$ cat config.mk
export PLATFORM = sky130hd
export DESIGN_NAME = uart_tx_arbiter_flat
export DESIGN_NICKNAME = d
export VERILOG_FILES = /design/src/rtl/uart_tx_arbiter_if.sv /design/src/rtl/uart_tx_arbiter.sv /design/src/flat_wrapper.sv
export SDC_FILE = /design/constraint.sdc
export NUM_CORES = 1
export LEC_CHECK = 0
export BUFFER_PORTS_ARGS = -buffer_cell sky130_fd_sc_hd__clkbuf_2
export CORE_MARGIN = 5
export CORE_UTILIZATION = 40
export CTS_CLUSTER_SIZE = 10
export DETAILED_ROUTE_END_ITERATION = 10
export GPL_ROUTABILITY_DRIVEN = 0
export PLACE_DENSITY = 0.63
export SYNTH_ARGS = -nofsm -noshare
export SYNTH_HDL_FRONTEND = slang
export SYNTH_SLANG_ARGS = --single-unit
$ cat constraint.sdc
create_clock -name clk -period 2 [get_ports clk]
set_input_delay 0.2 -clock clk [delete_from_list [all_inputs] [get_ports clk]]
set_output_delay 0.2 -clock clk [all_outputs]
set_load 0.03 [all_outputs]
$ cat src/rtl/uart_tx_arbiter_if.sv
// Bundle of requester-side and TX-FIFO-side signals for uart_tx_arbiter.
// The arbiter uses the slave modport; requesters and the FIFO model use master.
interface uart_tx_arbiter_if #(
  parameter int N_REQ = 4
);
  logic [N_REQ-1:0]   req;
  logic [8*N_REQ-1:0] wdata;
  logic [N_REQ-1:0]   last;
  logic               fifo_full;
  logic [N_REQ-1:0]   gnt;
  logic [N_REQ-1:0]   ack;
  logic               fifo_write;
  logic [7:0]         fifo_wdata;
  logic               busy;

  modport master (
    output req, wdata, last, fifo_full,
    input  gnt, ack, fifo_write, fifo_wdata, busy
  );

  modport slave (
    input  req, wdata, last, fifo_full,
    output gnt, ack, fifo_write, fifo_wdata, busy
  );
endinterface

$ cat src/rtl/uart_tx_arbiter.sv
// Round-robin burst arbiter sharing the UART TX FIFO write port among N_REQ requesters.
// Optional macro UART_ARB_PRIO0_EN gives requester 0 fixed priority at arbitration time.
module uart_tx_arbiter #(
  parameter int N_REQ     = 4,
  parameter int MAX_BURST = 8
) (
  input  logic              clk,
  input  logic              reset,
  uart_tx_arbiter_if.slave  bus
);

  localparam int PTR_W = $clog2(N_REQ);

  typedef enum logic [1:0] {
    IDLE = 2'd0,
    XFER = 2'd1,
    GAP  = 2'd2
  } state_t;

  state_t             state, state_nx;
  logic [PTR_W-1:0]   rr_ptr, rr_ptr_nx;
  logic [PTR_W-1:0]   cur, cur_nx;
  logic [PTR_W-1:0]   pick;
  logic               pick_valid;
  logic [PTR_W-1:0]   idx;
  logic [PTR_W-1:0]   ptr_after_cur;
  logic [7:0]         burst_cnt, burst_cnt_nx, burst_inc;
  logic [7:0]         cur_byte;
  logic               rel;

  logic [N_REQ-1:0]   gnt_q, gnt_nx;
  logic [N_REQ-1:0]   ack_q, ack_nx;
  logic               fifo_write_q, fifo_write_nx;
  logic [7:0]         fifo_wdata_q, fifo_wdata_nx;
  logic               busy_q, busy_nx;

  assign bus.gnt        = gnt_q;
  assign bus.ack        = ack_q;
  assign bus.fifo_write = fifo_write_q;
  assign bus.fifo_wdata = fifo_wdata_q;
  assign bus.busy       = busy_q;

  assign cur_byte      = bus.wdata[{cur, 3'b000} +: 8];
  assign burst_inc     = burst_cnt + 8'd1;
  assign ptr_after_cur = (cur == PTR_W'(N_REQ - 1)) ? '0 : cur + PTR_W'(1);

  // Walk downward so the requester closest to rr_ptr is the last (winning) assignment.
  always_comb begin
    pick       = '0;
    pick_valid = 1'b0;
    idx        = '0;
    for (int k = N_REQ - 1; k >= 0; k--) begin
      idx = PTR_W'((int'(rr_ptr) + k) % N_REQ);
      if (bus.req[idx]) begin
        pick       = idx;
        pick_valid = 1'b1;
      end
    end
`ifdef UART_ARB_PRIO0_EN
    if (bus.req[0]) begin
      pick       = '0;
      pick_valid = 1'b1;
    end
`endif
  end

  always_ff @(posedge clk) begin
    if (!reset) begin
      state        <= IDLE;
      rr_ptr       <= '0;
      cur          <= '0;
      burst_cnt    <= '0;
      gnt_q        <= '0;
      ack_q        <= '0;
      fifo_write_q <= 1'b0;
      fifo_wdata_q <= '0;
      busy_q       <= 1'b0;
    end else begin
      state        <= state_nx;
      rr_ptr       <= rr_ptr_nx;
      cur          <= cur_nx;
      burst_cnt    <= burst_cnt_nx;
      gnt_q        <= gnt_nx;
      ack_q        <= ack_nx;
      fifo_write_q <= fifo_write_nx;
      fifo_wdata_q <= fifo_wdata_nx;
      busy_q       <= busy_nx;
    end
  end

  // The ack cycle is skipped so the requester can advance its byte or drop req.
  always_comb begin
    state_nx      = state;
    rr_ptr_nx     = rr_ptr;
    cur_nx        = cur;
    burst_cnt_nx  = burst_cnt;
    gnt_nx        = gnt_q;
    ack_nx        = '0;
    fifo_write_nx = 1'b0;
    fifo_wdata_nx = fifo_wdata_q;
    busy_nx       = busy_q;
    rel           = 1'b0;

    case (state)
      IDLE: begin
        if (pick_valid) begin
          state_nx     = XFER;
          cur_nx       = pick;
          gnt_nx       = '0;
          gnt_nx[pick] = 1'b1;
          busy_nx      = 1'b1;
          burst_cnt_nx = '0;
        end
      end
      XFER: begin
        if (!ack_q[cur]) begin
          if (!bus.req[cur]) begin
            rel = 1'b1;
          end else if (!bus.fifo_full) begin
            fifo_write_nx = 1'b1;
            fifo_wdata_nx = cur_byte;
            ack_nx[cur]   = 1'b1;
            burst_cnt_nx  = burst_inc;
            if (bus.last[cur] || (burst_inc == 8'(MAX_BURST))) begin
              rel = 1'b1;
            end
          end
        end
      end
      GAP: begin
        state_nx = IDLE;
      end
      default: begin
        state_nx = IDLE;
      end
    endcase

    if (rel) begin
      state_nx = GAP;
      gnt_nx   = '0;
      busy_nx  = 1'b0;
`ifdef UART_ARB_PRIO0_EN
      if (cur != '0) begin
        rr_ptr_nx = ptr_after_cur;
      end
`else
      rr_ptr_nx = ptr_after_cur;
`endif
    end
  end

  assert property (@(posedge clk) disable iff (!reset) $onehot0(gnt_q));
  assert property (@(posedge clk) disable iff (!reset) (fifo_write_q == $onehot(ack_q)));

endmodule

$ cat src/flat_wrapper.sv
// flat-port wrapper written by rule: the top's interface ports become plain ports
module uart_tx_arbiter_flat 
#(
  parameter int N_REQ     = 4,
  parameter int MAX_BURST = 8
)
  (clk, reset, bus_req, bus_wdata, bus_last, bus_fifo_full, bus_gnt, bus_ack, bus_fifo_write, bus_fifo_wdata, bus_busy);
  uart_tx_arbiter_if #(.N_REQ(N_REQ)) bus_i ();
  input  logic clk;
  input  logic reset;
  input wire logic [$bits(bus_i.req)-1:0] bus_req;
  input wire logic [$bits(bus_i.wdata)-1:0] bus_wdata;
  input wire logic [$bits(bus_i.last)-1:0] bus_last;
  input wire logic [$bits(bus_i.fifo_full)-1:0] bus_fifo_full;
  output wire logic [$bits(bus_i.gnt)-1:0] bus_gnt;
  output wire logic [$bits(bus_i.ack)-1:0] bus_ack;
  output wire logic [$bits(bus_i.fifo_write)-1:0] bus_fifo_write;
  output wire logic [$bits(bus_i.fifo_wdata)-1:0] bus_fifo_wdata;
  output wire logic [$bits(bus_i.busy)-1:0] bus_busy;
  assign bus_i.req = bus_req;
  assign bus_i.wdata = bus_wdata;
  assign bus_i.last = bus_last;
  assign bus_i.fifo_full = bus_fifo_full;
  assign bus_gnt = bus_i.gnt;
  assign bus_ack = bus_i.ack;
  assign bus_fifo_write = bus_i.fifo_write;
  assign bus_fifo_wdata = bus_i.fifo_wdata;
  assign bus_busy = bus_i.busy;
  uart_tx_arbiter #(.N_REQ(N_REQ), .MAX_BURST(MAX_BURST)) u_core (.clk(clk), .reset(reset), .bus(bus_i));
endmodule
==> results of run 1 <==
==> sequential cells by signal (all words and copies together), names as in the netlist <==
signal,count
u_core.cur,2
u_core.burst_cnt,8
u_core.rr_ptr,2
u_core.bus.gnt,4
u_core.bus.busy,1
u_core.bus.fifo_write,1
u_core.bus.ack,4
u_core.state,2
u_core.bus.fifo_wdata,8
==> cell usage after synthesis (all sizes together), types with 2 or more instances <==
cell / count
a31oi: 2
or3: 2
o211a: 2
nand3: 4
a41oi: 2
mux2i: 11
and3: 11
nor2: 8
inv: 7
nand3b: 2
mux4: 10
ha: 6
o31ai: 4
mux2: 2
nor3: 2
a211o: 2
a21boi: 5
nor2b: 11
dfxtp: 32
nand2b: 2
clkbuf: 7
buf: 6
o22ai: 2
o21ai: 5
o22a: 2
o221a: 2
nand2: 23
a21oi: 5
xnor2: 2
==> area by class of cell <==
| cell class | count | area, um^2 | share of cell area |
|---|---|---|---|
| clock buffer | 5 | 68.8 | 0.0289 |
| clock inverter | 3 | 42.5 | 0.0178 |
| inverter | 7 | 26.3 | 0.0110 |
| multi-input combinational | 143 | 1150 | 0.483 |
| sequential | 32 | 641 | 0.269 |
| tap | 54 | 67.6 | 0.0283 |
| timing repair buffer | 70 | 388 | 0.163 |
==> power breakdown <==
group | switching [mW] | total (mW) | internal [mW]
combinational | 0.353 | 0.650 | 0.297
clock | 0.254 | 0.623 | 0.369
sequential | 0.0423 | 0.738 | 0.696
==> final timing paths <==
path,end,cells after the start,start
setup / recovery,u_core.burst_cnt[2],6,u_core.cur[0]
hold / removal,u_core.bus.fifo_wdata[2],4,bus_wdata[18]
setup reg to reg,u_core.burst_cnt[2],6,u_core.cur[0]
hold reg to reg,u_core.rr_ptr[0],2,u_core.rr_ptr[0]
==> cell families after synthesis <==
kind of cell / share of synthesized area
AO/OA/AOI/OAI: 0.168
XOR/XNOR: 0.00929
adder cells (fa/ha/maj): 0.0398
buffers and inverters: 0.0504
flip-flops: 0.340
multiplexers: 0.190
AND/OR/NAND/NOR: 0.204
==> worst reg2reg max path, cell delays in order (launching register included) <==
cell and delay, ns:
dfxtp_1 0.40, buf_4 0.28, mux4_2 0.39, and3_1 0.23, buf_12 0.16, a21o_1 0.18
o211a_1 0.11
==> through the flow <==
stage	setup slack [ns]	area, um^2	hold WS, ns
6_report	0.147	2380	0.384
5_1_grt	0.0210	2380	0.391
4_1_cts	0.112	2380	0.374
3_5_place_dp	0.136	2270	0.472
3_3_place_gp	0.196	2270	0.461
2_1_floorplan	0.186	1890	0.349
==> routing by layer <==
layer  track usage  share of wire  wire length (um)
met5             0              0                 0
met4        0.0699          0.015                68
met3        0.0424          0.034               151
met2         0.241           0.51              2270
met1         0.184           0.44              1950
==> placed cells by master, fill, tap and decap left out, types with 4 or more instances in the layout <==
master | netlist | final
mux2i_1 | 11 | 11
nand2_1 | 23 | 23
clkbuf_2 | 0 | 60
a21boi_0 | 5 | 5
clkbuf_8 | 0 | 5
mux4_2 | 10 | 10
nor2b_1 | 11 | 11
inv_1 | 7 | 7
and3_1 | 11 | 11
buf_4 | 0 | 9
nand3_1 | 4 | 4
nor2_1 | 8 | 8
ha_1 | 6 | 6
o21ai_0 | 5 | 5
a21oi_1 | 4 | 4
o31ai_1 | 4 | 4
dfxtp_1 | 32 | 32
==> out/qor.csv, run 1 <==
stage,metric,value,unit
setup_path,Worst path slowest cell,dfxtp_1,
clock_network,Post-CTS Resized,0,
global_routing,total congestion overflow,0,
global_routing,first-pass GRT wire length,7240,um
finish,Area Overhead vs Synth,26.4,%
finish,Antenna diodes,0,
setup_path,"delay-heaviest family, CP",buffers and inverters,
logic_synthesis,distinct cell type count after synthesis,48,
route,DR pass1 iterations,4,
die,initial cell density of the core,0.405,
power_and_ir_drop,Worst VDD drop,0.417,mV
place,Placed Cells,306,
finish,post-layout util,0.512,
die,io pins,61,
global_routing,initial antenna violation count,0,
timing,Final Max Tran Viols,0,
logic_synthesis,number of synthesized flops with an enable pin,0,
timing,Final Hold Vio Count,0,
logic_synthesis,Synth Flop Type,dfxtp_1,
clock_network,Post-CTS Hold Buffers,0,
logic_synthesis,Syn Area/Cell,9.68,um^2
setup_path,R2R Setup Slk,0.15,ns
logic_synthesis,Synth top area share,0.340,
route,WL final,4440,um
finish,fin cells,314,
timing,Max Fclk,540,MHz
timing,unrepaired setup endpoints after global routing,no,
die,# rows,25,
logic_synthesis,yosys warns,0,
route,Post-DRT Antenna Nets,0,
setup_path,CP Capture Type,flip-flop,
route,DR vias/cell,5.23,
setup_path,CP required,2.18,ns
logic_synthesis,top post-synthesis cells by area,"dfxtp_1, mux4_2, mux2i_1, nand2_1, ha_1",
setup_path,CP max FO,17,
route,via count,1643,
die,Die Ht,78.7,um
timing,Max-slew headroom,0.609,
setup_path,critical-path cell list,buf_4 -> mux4_2 -> and3_1 -> buf_12 -> a21o_1 -> o211a_1,
global_routing,largest net degree at the start of global routing,35,
timing,setup tns final,0,ns
timing,Fin Clk Skew,0.00830,ns
clock_network,clock latency on the worst-skew pair,0.29,ns
global_routing,vias in the first global route,1559,
route,Remaining DRCs,0,
logic_synthesis,"Seq/Total Area, Yosys",0.340,
clock_network,"Clk pin slew, worst setup/hold paths",0.07,ns
timing,worst-margin pin slew,0.587,ns
clock_network,CTS buffer count,5,
logic_synthesis,Synth Register Bits,32,
route,DR iter-0 viols,105,
die,core area,4660,um^2
run_status,status,"complete, no violations",
place,DP Wirelength,3370,um
finish,fill cell total of the finished layout,452,
clock_network,CTS Buffer Depth,2,
flow_run,maxcap violations,0,
setup_path,CP Buf/Inv Count,2,
place,Port Buffers,60,
logic_synthesis,synthesized area,1890,um^2
logic_synthesis,largest area contributor in the netlist,dfxtp_1,
finish,share of cells above drive strength 1,0.377,
clock_network,clock sink total,32,
power_and_ir_drop,PnR Total Power,2.01,mW
clock_network,H-tree levels,2,
timing,Tmin final,1.85,ns
logic_synthesis,Async SR Flop Fraction,0,
die,die area,6190,um^2
power_and_ir_drop,Power Density,843,nW/um^2
die,die width,78.7,um
timing,final setup fails,0,
setup_path,CP Class,flip-flop to flip-flop,
logic_synthesis,syn nets,244,
setup_path,WP data arrival,2.03,ns
setup_path,CP peak stage delay,0.40,ns
setup_path,Setup crit start kind,flip-flop,
route,per-cell routed wire length,14.1,um
global_routing,All-Layer GR Usage,0.150,
power_and_ir_drop,Leak Pwr,1.06,nW
clock_network,CTS tree,built,
finish,Nets,308,
clock_network,Root Buffer,clkbuf_8,
clock_network,post-CTS setup buffers,0,
logic_synthesis,Cells after Synth,195,
timing,period utilization,0.927,
hold_path,worst min path class,input pin to flip-flop,
Power figures use the tool's default switching activity.
==> run 2: changes to the inputs <==
PLACE_DENSITY = 0.66   (was 0.63)
clock period = 1.6 ns   (was 2 ns; I/O delays follow)
==> out/qor.csv, run 2 (synthesized netlist as in run 1, its figures left out) <==
stage,metric,value,unit,change
global_routing,largest net degree at the start of global routing,35,,unchanged
place,pre-CTS setup slack,-0.171,ns,-0.307 ns
global_routing,vias in the first global route,1667,,+6.9%
route,WL final,4930,um,+11%
clock_network,CTS tree,built,,
place,Port Buffers,60,,unchanged
timing,Max Fclk,591,MHz,+9.4%
setup_path,CP Capture Type,flip-flop,,
route,Remaining DRCs,0,,unchanged
setup_path,Setup crit start kind,flip-flop,,
power_and_ir_drop,sw frac,0.340,,+0.0171
route,via count,1765,,+7.4%
power_and_ir_drop,Power Density,968,nW/um^2,+15%
timing,Final Max Tran Viols,0,,unchanged
finish,cell area after layout,2610,um^2,+9.5%
timing,unrepaired setup endpoints after global routing,yes,,
global_routing,All-Layer GR Usage,0.163,,+0.0135
die,die area,6190,um^2,unchanged
finish,Nets,323,,+4.9%
global_routing,GRT met2 Usage,0.276,,+0.0348
global_routing,met1 usage,0.212,,+0.0283
setup_path,CP Class,flip-flop to flip-flop,,
flow_run,maxcap violations,0,,unchanged
finish,most frequent cells in the layout,"clkbuf_2, dfxtp_1, nand2_1, buf_4",,
route,per-cell routed wire length,15.0,um,+6.0%
clock_network,clock sink total,32,,unchanged
timing,final setup fails,22,,+22
run_status,failing checks,negative setup slack,,
route,DR vias/cell,5.36,,+2.5%
global_routing,busiest grt layer,met2,,
global_routing,initial antenna violation count,0,,unchanged
global_routing,first-pass GRT wire length,8000,um,+10%
power_and_ir_drop,Sequential Power Share,0.365,,-0.002
setup_path,CP required,1.78,ns,-0.40 ns
clock_network,"Clk pin slew, worst setup/hold paths",0.07,ns,about the same
place,DP Wirelength,3540,um,+5.1%
timing,Tmin final,1.69,ns,-0.160 ns
setup_path,CP max FO,5,,-12
timing,Final Hold Vio Count,0,,unchanged
timing,Max-slew headroom,0.628,,+0.0193
finish,post-layout util,0.561,,+0.0489
finish,area of the multi-input gates,1300,um^2,+13%
power_and_ir_drop,Worst VDD drop,0.505,mV,+21%
finish,fill cell total of the finished layout,416,,-8.0%
setup_path,FF-to-FF path depth,5,,-1
finish,share of cells above drive strength 1,0.465,,+0.0885
hold_path,WHS Path Cells,4,,unchanged
die,core area,4660,um^2,unchanged
timing,worst-margin pin slew,0.558,ns,-0.0290 ns
clock_network,Root Buffer,clkbuf_8,,
die,io pins,61,,unchanged
run_status,status,"finished, violations left",,
die,initial cell density of the core,0.405,,unchanged
power_and_ir_drop,clock share of power,0.255,,-0.055
die,# rows,25,,unchanged
place,Placed Cells,319,,+4.2%
finish,Antenna diodes,0,,unchanged
global_routing,met3 usage,0.0356,,-0.00688
timing,period utilization,1.06,,+0.132
finish,Storage cell area,656,um^2,+2.3%
clock_network,H-tree levels,2,,unchanged
timing,Fin Clk Skew,0.00594,ns,-0.00236 ns
power_and_ir_drop,Leak Pwr,1.14,nW,+7.3%
power_and_ir_drop,Int Power,1.67,mW,+23%
clock_network,post-CTS setup buffers,0,,unchanged
route,DR pass1 iterations,4,,unchanged
finish,Area Overhead vs Synth,38.5,%,
clock_network,CTS Buffer Depth,2,,unchanged
timing,Worst Slack Setup Final,-0.0933,ns,-0.240 ns
clock_network,CTS buffer count,5,,unchanged
clock_network,clock latency on the worst-skew pair,0.28,ns,about the same
finish,"commonest non-fill, non-tap cell in the layout",clkbuf_2,,
hold_path,worst min path class,input pin to flip-flop,,
route,Post-DRT Antenna Nets,0,,unchanged
setup_path,WP data arrival,1.87,ns,-0.16 ns
global_routing,total congestion overflow,0,,unchanged
clock_network,Post-CTS Hold Buffers,0,,unchanged
power_and_ir_drop,Switch Pwr,0.860,mW,+32%
place,placed cell area,2390,um^2,+5.0%
die,Die Ht,78.7,um,unchanged
route,DR iter-0 viols,106,,+0.95%
power_and_ir_drop,Logic pwr share,0.380,,+0.057
die,die width,78.7,um,unchanged
finish,fin cells,329,,+4.8%
-- run 2: power by group through the flow --
stage          combinational [mW]  sequential, mW  clock (mW)
2_1_floorplan               0.488            1.03           0
3_3_place_gp                0.839           0.939           0
3_5_place_dp                0.847           0.943           0
4_1_cts                     0.920           0.927       0.659
5_1_grt                      1.04           0.935       0.689
6_report                    0.961           0.923       0.645
-- run 2: critical path, cell delays in order, from the launching register on --
cell and delay (ns):
dfxtp_4 0.36, or3b_4 0.42, o22a_4 0.23, nor2_4 0.16
a41oi_4 0.19, and3_1 0.23
-- run 2: final cells by class --
type | count | share of cell area
Sequential cell | 32 | 0.251
Inverter | 7 | 0.0101
Clock buffer | 8 | 0.0345
Timing Repair Buffer | 83 | 0.182
Tap cell | 54 | 0.0259
Multi-Input combinational cell | 145 | 0.496
-- run 2: per-layer routing --
layer	part of all wire	routed length, um	up-vias
met3	0.055	269	8
li1	-	-	884
met5	0	0	-
met2	0.50	2450	63
met1	0.44	2150	810
met4	0.011	56	0
-- run 2: through the flow --
stage                     hold slack [ns]  total power [mW]  TNS (ns)
final                               0.351              2.53     -1.07
after global routing                0.365              2.67     -2.60
after CTS                           0.344              2.51     -1.20
after detailed placement            0.476              1.79     -2.53
after global placement              0.464              1.78     -1.66
after floorplan                     0.309              1.51    -0.352
-- run 2: final timing paths --
| path | startpoint | endpoint | slack [ns] |
|---|---|---|---|
| worst min-delay path | bus_wdata[30] | u_core.bus.fifo_wdata[6] | 0.35 |
| worst max register to register | u_core.cur[1] | u_core.bus.gnt[3] | -0.09 |
| worst min register to register | u_core.rr_ptr[0] | u_core.rr_ptr[0] | 0.48 |
| worst max-delay path | u_core.cur[1] | u_core.bus.gnt[3] | -0.09 |
-- run 2: timing repair --
item | CTS | global route
gates cloned | 2 | 0
pin swaps | 5 | 2
endpoints found under the setup margin | 25 | 30
endpoints found under the hold margin | 0 | 0
resized for setup | 15 | 10
